### config.mk
export PLATFORM = sky130hd
export DESIGN_NAME = hazard_ctrl
export DESIGN_NICKNAME = d
export VERILOG_FILES = /design/src/rtl/hazard_ctrl.sv
export SDC_FILE = /design/constraint.sdc
export NUM_CORES = 1
export LEC_CHECK = 0
export BUFFER_PORTS_ARGS = -buffer_cell sky130_fd_sc_hd__buf_4
export CAP_MARGIN = 20
export CORE_ASPECT_RATIO = 1.1
export CORE_UTILIZATION = 54
export CTS_CLUSTER_DIAMETER = 30
export DETAILED_ROUTE_END_ITERATION = 16
export GPL_ROUTABILITY_DRIVEN = 0
export PLACE_DENSITY_LB_ADDON = 0.2
export SYNTH_ARGS = -nofsm -noshare
export SYNTH_HDL_FRONTEND = slang
export SYNTH_SLANG_ARGS = --single-unit
### constraint.sdc
create_clock -name clk -period 3.35 [get_ports clk]
set_input_delay 0.67 -clock clk [delete_from_list [all_inputs] [get_ports clk]]
set_output_delay 0.67 -clock clk [all_outputs]
set_load 0.05 [all_outputs]
### src/rtl/hazard_ctrl.sv
// hazard_ctrl: stall/bubble control for the F/D/E pipeline registers (load-use, mispredict, MULT/DIV sequencing)
// and a saturating counter of fetch-stall cycles.
module hazard_ctrl #(
    parameter int         MUL_LAT = 4,
    parameter int         DIV_LAT = 16,
    parameter int         CNT_W   = 16,
    parameter logic [4:0] RNONE   = 5'h1f
) (
    input  logic             clk,
    input  logic             rst_n,
    input  logic [4:0]       d_srcA,
    input  logic [4:0]       d_srcB,
    input  logic [4:0]       E_dstM,
    input  logic             e_mispredict,
    input  logic             e_md_start,
    input  logic             e_md_is_div,
    input  logic             d_uses_hilo,
    output logic             F_stall,
    output logic             D_stall,
    output logic             D_bubble,
    output logic             E_bubble,
    output logic             md_busy,
    output logic             md_done,
    output logic [CNT_W-1:0] stall_cnt
);
    typedef enum logic {IDLE, BUSY} state_t;
    localparam logic [4:0] MUL_LD = 5'(MUL_LAT - 1);
    localparam logic [4:0] DIV_LD = 5'(DIV_LAT - 1);

    state_t           r_state;
    logic [4:0]       r_md_cnt;
    logic [CNT_W-1:0] r_stall_cnt;
    logic             w_lu, w_md, w_hazard;

    assign w_lu = (E_dstM != RNONE) && (E_dstM != 5'd0) && (E_dstM == d_srcA || E_dstM == d_srcB);
    assign md_busy = r_state == BUSY;
    assign md_done = md_busy && r_md_cnt == 5'd0;
    // The md_done cycle already releases the stall: HI/LO are written at the coming edge.
    assign w_md = md_busy && !md_done && d_uses_hilo;
    assign w_hazard = rst_n && !e_mispredict && (w_lu || w_md);
    assign F_stall = w_hazard;
    assign D_stall = w_hazard;
    // Bubbles are forced during reset so the unreset pipeline registers fill with NOPs.
    assign D_bubble = !rst_n || e_mispredict;
    assign E_bubble = D_bubble || w_hazard;
    assign stall_cnt = r_stall_cnt;

    always_ff @(posedge clk or negedge rst_n) begin
        if (!rst_n) begin
            r_state     <= IDLE;
            r_md_cnt    <= 5'd0;
            r_stall_cnt <= '0;
        end else begin
            if (F_stall && !(&r_stall_cnt))
                r_stall_cnt <= r_stall_cnt + 1'b1;
            if (r_state == IDLE) begin
                if (e_md_start && !e_mispredict) begin
                    r_state  <= BUSY;
                    r_md_cnt <= e_md_is_div ? DIV_LD : MUL_LD;
                end
            end else if (r_md_cnt == 5'd0)
                r_state <= IDLE;
            else
                r_md_cnt <= r_md_cnt - 1'b1;
        end
    end
endmodule
==> run summary <==
In this run the worst path has a maximum fanout of 17. The number of buffers added on ports came out at 42. The synthesized netlist contains 38 unique library cells. Setup repair after global routing left no endpoint under its margin. The logs give 2.12 mm for the half-perimeter wire length after detailed placement and 152 for the synthesized net count. The number of global-route vias before repair came out at 1035. The worst slew margin relative to its limit is 0.643. Traced cell by cell, the critical path runs through inv_1 -> ha_1 -> or3b_4 -> o21a_1 -> nand2_1 -> o21ai_4 -> or2_1 -> buf_4. Detailed routing inserted a total of 1101 vias. Entering global routing, the biggest net connects 24 pins. The critical path startpoint category was a flop. The worst path meets setup with 0.302 ns of slack. The multi-input combinational cells in the finished layout cover a total of 771 sq um. At the end of the flow, the number of nets in the layout was 196. Area used by sequential logic in the layout: 551 sq um.

The final number of setup-violating endpoints is 0, and the H-tree depth is 1. The tools report the maximum buffer depth of the clock tree as 2. The area added between synthesis and finish was 26.2%; the number of synthesis warnings was 0. Derived from the worst setup path, the maximum achievable clock frequency is 0.328 GHz. The kind of end point of the critical path is an output port.

After clock tree synthesis, the clock-pin slew on the worst setup and hold paths is 0.12 ns. TritonCTS built the clock tree. On the critical path the largest part of the delay comes from simple AND/OR/NAND/NOR gates. Clock sink count: 22.

The floorplan step set the die height to 54.8 microns. The number of antenna cells inserted was 0. For this design the static power due to leakage is 0.820 nW. At the placement stage, the worst setup path has a slack of 0.482 ns.

The core region is 0.00232 sq mm. In this run the cell area of the synthesized design comes to 0.00137 sq mm. The run gives 0.462 mV as the worst voltage drop across the vdd grid.

The library cell used most frequently in the layout, excluding fill and tap cells, is sky130_fd_sc_hd__buf_4. The most used flip-flop cell after synthesis is sky130_fd_sc_hd__dfrtp_1. The part of the cycle the worst path needs was 0.910. Using the TritonRoute via totals, the vias-per-cell ratio works out to 5.45. The initial antenna violation count was 0; the global-route usage over all layers was 0.222.

The fraction of layout instances using a drive strength above 1 works out to 0.390. The number of max-slew violations in the final report is 0. For the worst setup path, the data arrival time is 2.38 ns. The logs give 0 for the final hold violation count and 0.000936 W for the total design power. For the number of top-level pins, the log shows 43. Top-area cell type share of the netlist area: 0.402. In this run the post-CTS setup repair buffer count came out at 0.

The residual antenna-violating net count after detailed routing came out at 0. The die covers 0.00274 sq mm. For the routed wire length on met2, the log shows 1.43 mm.

In this run the clock root is driven by a sky130_fd_sc_hd__clkbuf_4. Clock latency on the worst-skew pair, taken at its later pin, is 0.30 ns. Max-capacitance violation count: 0. In the post-synthesis netlist, the biggest area contributors are sky130_fd_sc_hd__dfrtp_1 (40%), sky130_fd_sc_hd__xnor2_1 (8.9%), sky130_fd_sc_hd__xor2_1 (6.4%). For the routed wire length, the log shows 2.70 mm. The largest area contributor in the synthesized netlist was sky130_fd_sc_hd__dfrtp_1. The proportion of register bits with asynchronous set or reset after synthesis was 1.00; the placement row count was 18. Buffers inserted during clock tree synthesis total 3. The worst-case clock skew was 0.00390 ns; the flip-flop and latch count after synthesis was 22. Measured along the x axis, the die boundary spans 50.0 microns. The wire length on met3 was 110 microns. The flow ran to the end, and the final reports show no timing, DRC or antenna violations. The detailed router put a total of 1.13 mm of wire on met1.

The tools report the number of detailed-route iterations in the first pass as 4. Setup total negative slack on the finished layout was measured at 0 ns. Counting the fill cells in the layout gives 160. For the pin with the worst max-slew slack, the measured transition is 0.534 ns. The global-route congestion overflow total is 0, and the stage delay of the slowest cell on the critical path is 0.44 ns. The worst hold path belongs to the class primary input to async pin. For this run, design rule violations remaining after detail routing come to 0. Buffers plus inverters on the worst setup path: 2. In this run the mean area of a mapped cell was 10.6 sq um. The tools report the worst endpoint required time as 2.68 ns. In this run the top signal layer used is met4. In this run, post-CTS hold repair placed 0 buffers. Among all stages on the critical path, the largest delay is contributed by sky130_fd_sc_hd__dfrtp_1. Power spread over the standard cell area amounts to 542 mW/mm^2. In the layout the commonest cells are sky130_fd_sc_hd__buf_4 (42), sky130_fd_sc_hd__dfrtp_1 (22), sky130_fd_sc_hd__xnor2_1 (14). The count of flip-flops with a built-in enable after synthesis was 0. Start-to-end type of the worst setup path: flop to output port.

After the first detailed-routing iteration, the DRC count stood at 8. The post-cts resize count came out at 0. In the final routed layout, each cell accounts on average for 13.4 microns. The post-synthesis sequential area ratio was 0.402; the minimum clock period after layout was 3.05 ns. The run gives 4.47 mm as the first-pass GRT wire length.

The initial standard-cell utilization of the core was 0.591; the number of cells produced by synthesis was 129.
==> synthesized netlist by cell type, types with 2 or more instances <==
master / n
sky130_fd_sc_hd__nand3_1: 6
sky130_fd_sc_hd__nand4_1: 6
sky130_fd_sc_hd__dfrtp_1: 22
sky130_fd_sc_hd__nor3_4: 2
sky130_fd_sc_hd__nand2_1: 6
sky130_fd_sc_hd__and4_4: 2
sky130_fd_sc_hd__nand3_2: 6
sky130_fd_sc_hd__xor2_1: 10
sky130_fd_sc_hd__inv_1: 5
sky130_fd_sc_hd__nand4_2: 2
sky130_fd_sc_hd__and3_1: 6
sky130_fd_sc_hd__a21oi_1: 3
sky130_fd_sc_hd__o21ai_1: 3
sky130_fd_sc_hd__ha_1: 2
sky130_fd_sc_hd__buf_6: 2
sky130_fd_sc_hd__nor3_1: 3
sky130_fd_sc_hd__mux2_1: 2
sky130_fd_sc_hd__xnor2_1: 14
sky130_fd_sc_hd__nor2_1: 8
==> layout make-up <==
cell class              instances  area share
inverters                       5      0.0109
multi-input cells              99       0.446
repair buffers                 42       0.182
clock buffers                   4      0.0210
flip-flops and latches         22       0.318
well taps                      30      0.0217
==> registers in the layout, summed over array words and instances, names as in the netlist <==
signal     cells
md_busy        1
r_md_cnt       5
stall_cnt     16
==> report_power, final <==
part	switching, W	leakage (nW)	internal [W]
logic	0.000261	0.515	0.000147
clock network	0.0000793	0.0210	0.0000663
registers	0.0000638	0.284	0.000319
total	0.000404	0.820	0.000532
==> cell families after synthesis <==
group,count (synthesis),synth area share
flip-flops,22,0.402
adder cells (fa/ha/maj),2,0.0183
AND/OR/NAND/NOR,58,0.304
AO/OA/AOI/OAI,13,0.0703
buffers and inverters,8,0.0356
multiplexers,2,0.0164
XOR/XNOR,24,0.153
==> worst reg2reg max path, cell delays in order (launching register included) <==
cell and delay, ns:
sky130_fd_sc_hd__dfrtp_1 0.44, sky130_fd_sc_hd__inv_1 0.07, sky130_fd_sc_hd__ha_1 0.18, sky130_fd_sc_hd__or3b_4 0.41, sky130_fd_sc_hd__o21a_1 0.22, sky130_fd_sc_hd__nand2_1 0.13, sky130_fd_sc_hd__o21ai_4 0.17, sky130_fd_sc_hd__nand4_1 0.15
sky130_fd_sc_hd__mux2_1 0.32
==> path summary, 6_finish.rpt <==
path | endpoint | slack [ns] | startpoint | depth (start not counted)
max | E_bubble | 0.30 | r_md_cnt[0] | 8
min | stall_cnt[3] | 0.23 | rst_n | 1
max reg2reg | stall_cnt[12] | 1.15 | r_md_cnt[0] | 8
min reg2reg | stall_cnt[15] | 0.51 | stall_cnt[15] | 1
max in group asynchronous | r_md_cnt[3] | 2.90 | rst_n | 1
min in group clk | stall_cnt[15] | 0.51 | stall_cnt[15] | 1
==> stage by stage <==
stage | cell area, sq um | hold WS (ns) | util | cells
floorplan | 1370 | 0.374 | - | 129
CTS | 1730 | 0.228 | 0.745 | 202
global route | 1730 | 0.222 | 0.745 | 202
detailed placement | 1690 | 0.490 | 0.730 | 198
global placement | 1690 | 0.484 | 0.730 | 198
finish | 1730 | 0.228 | 0.745 | 202
==> per-layer routing <==
metal / up-vias / track usage
met5: - / 0
met4: 0 / 0.0571
met3: 4 / 0.0333
met2: 34 / 0.436
met1: 524 / 0.252
li1: 539 / -
No activity file was read; power rests on OpenSTA's default activity.
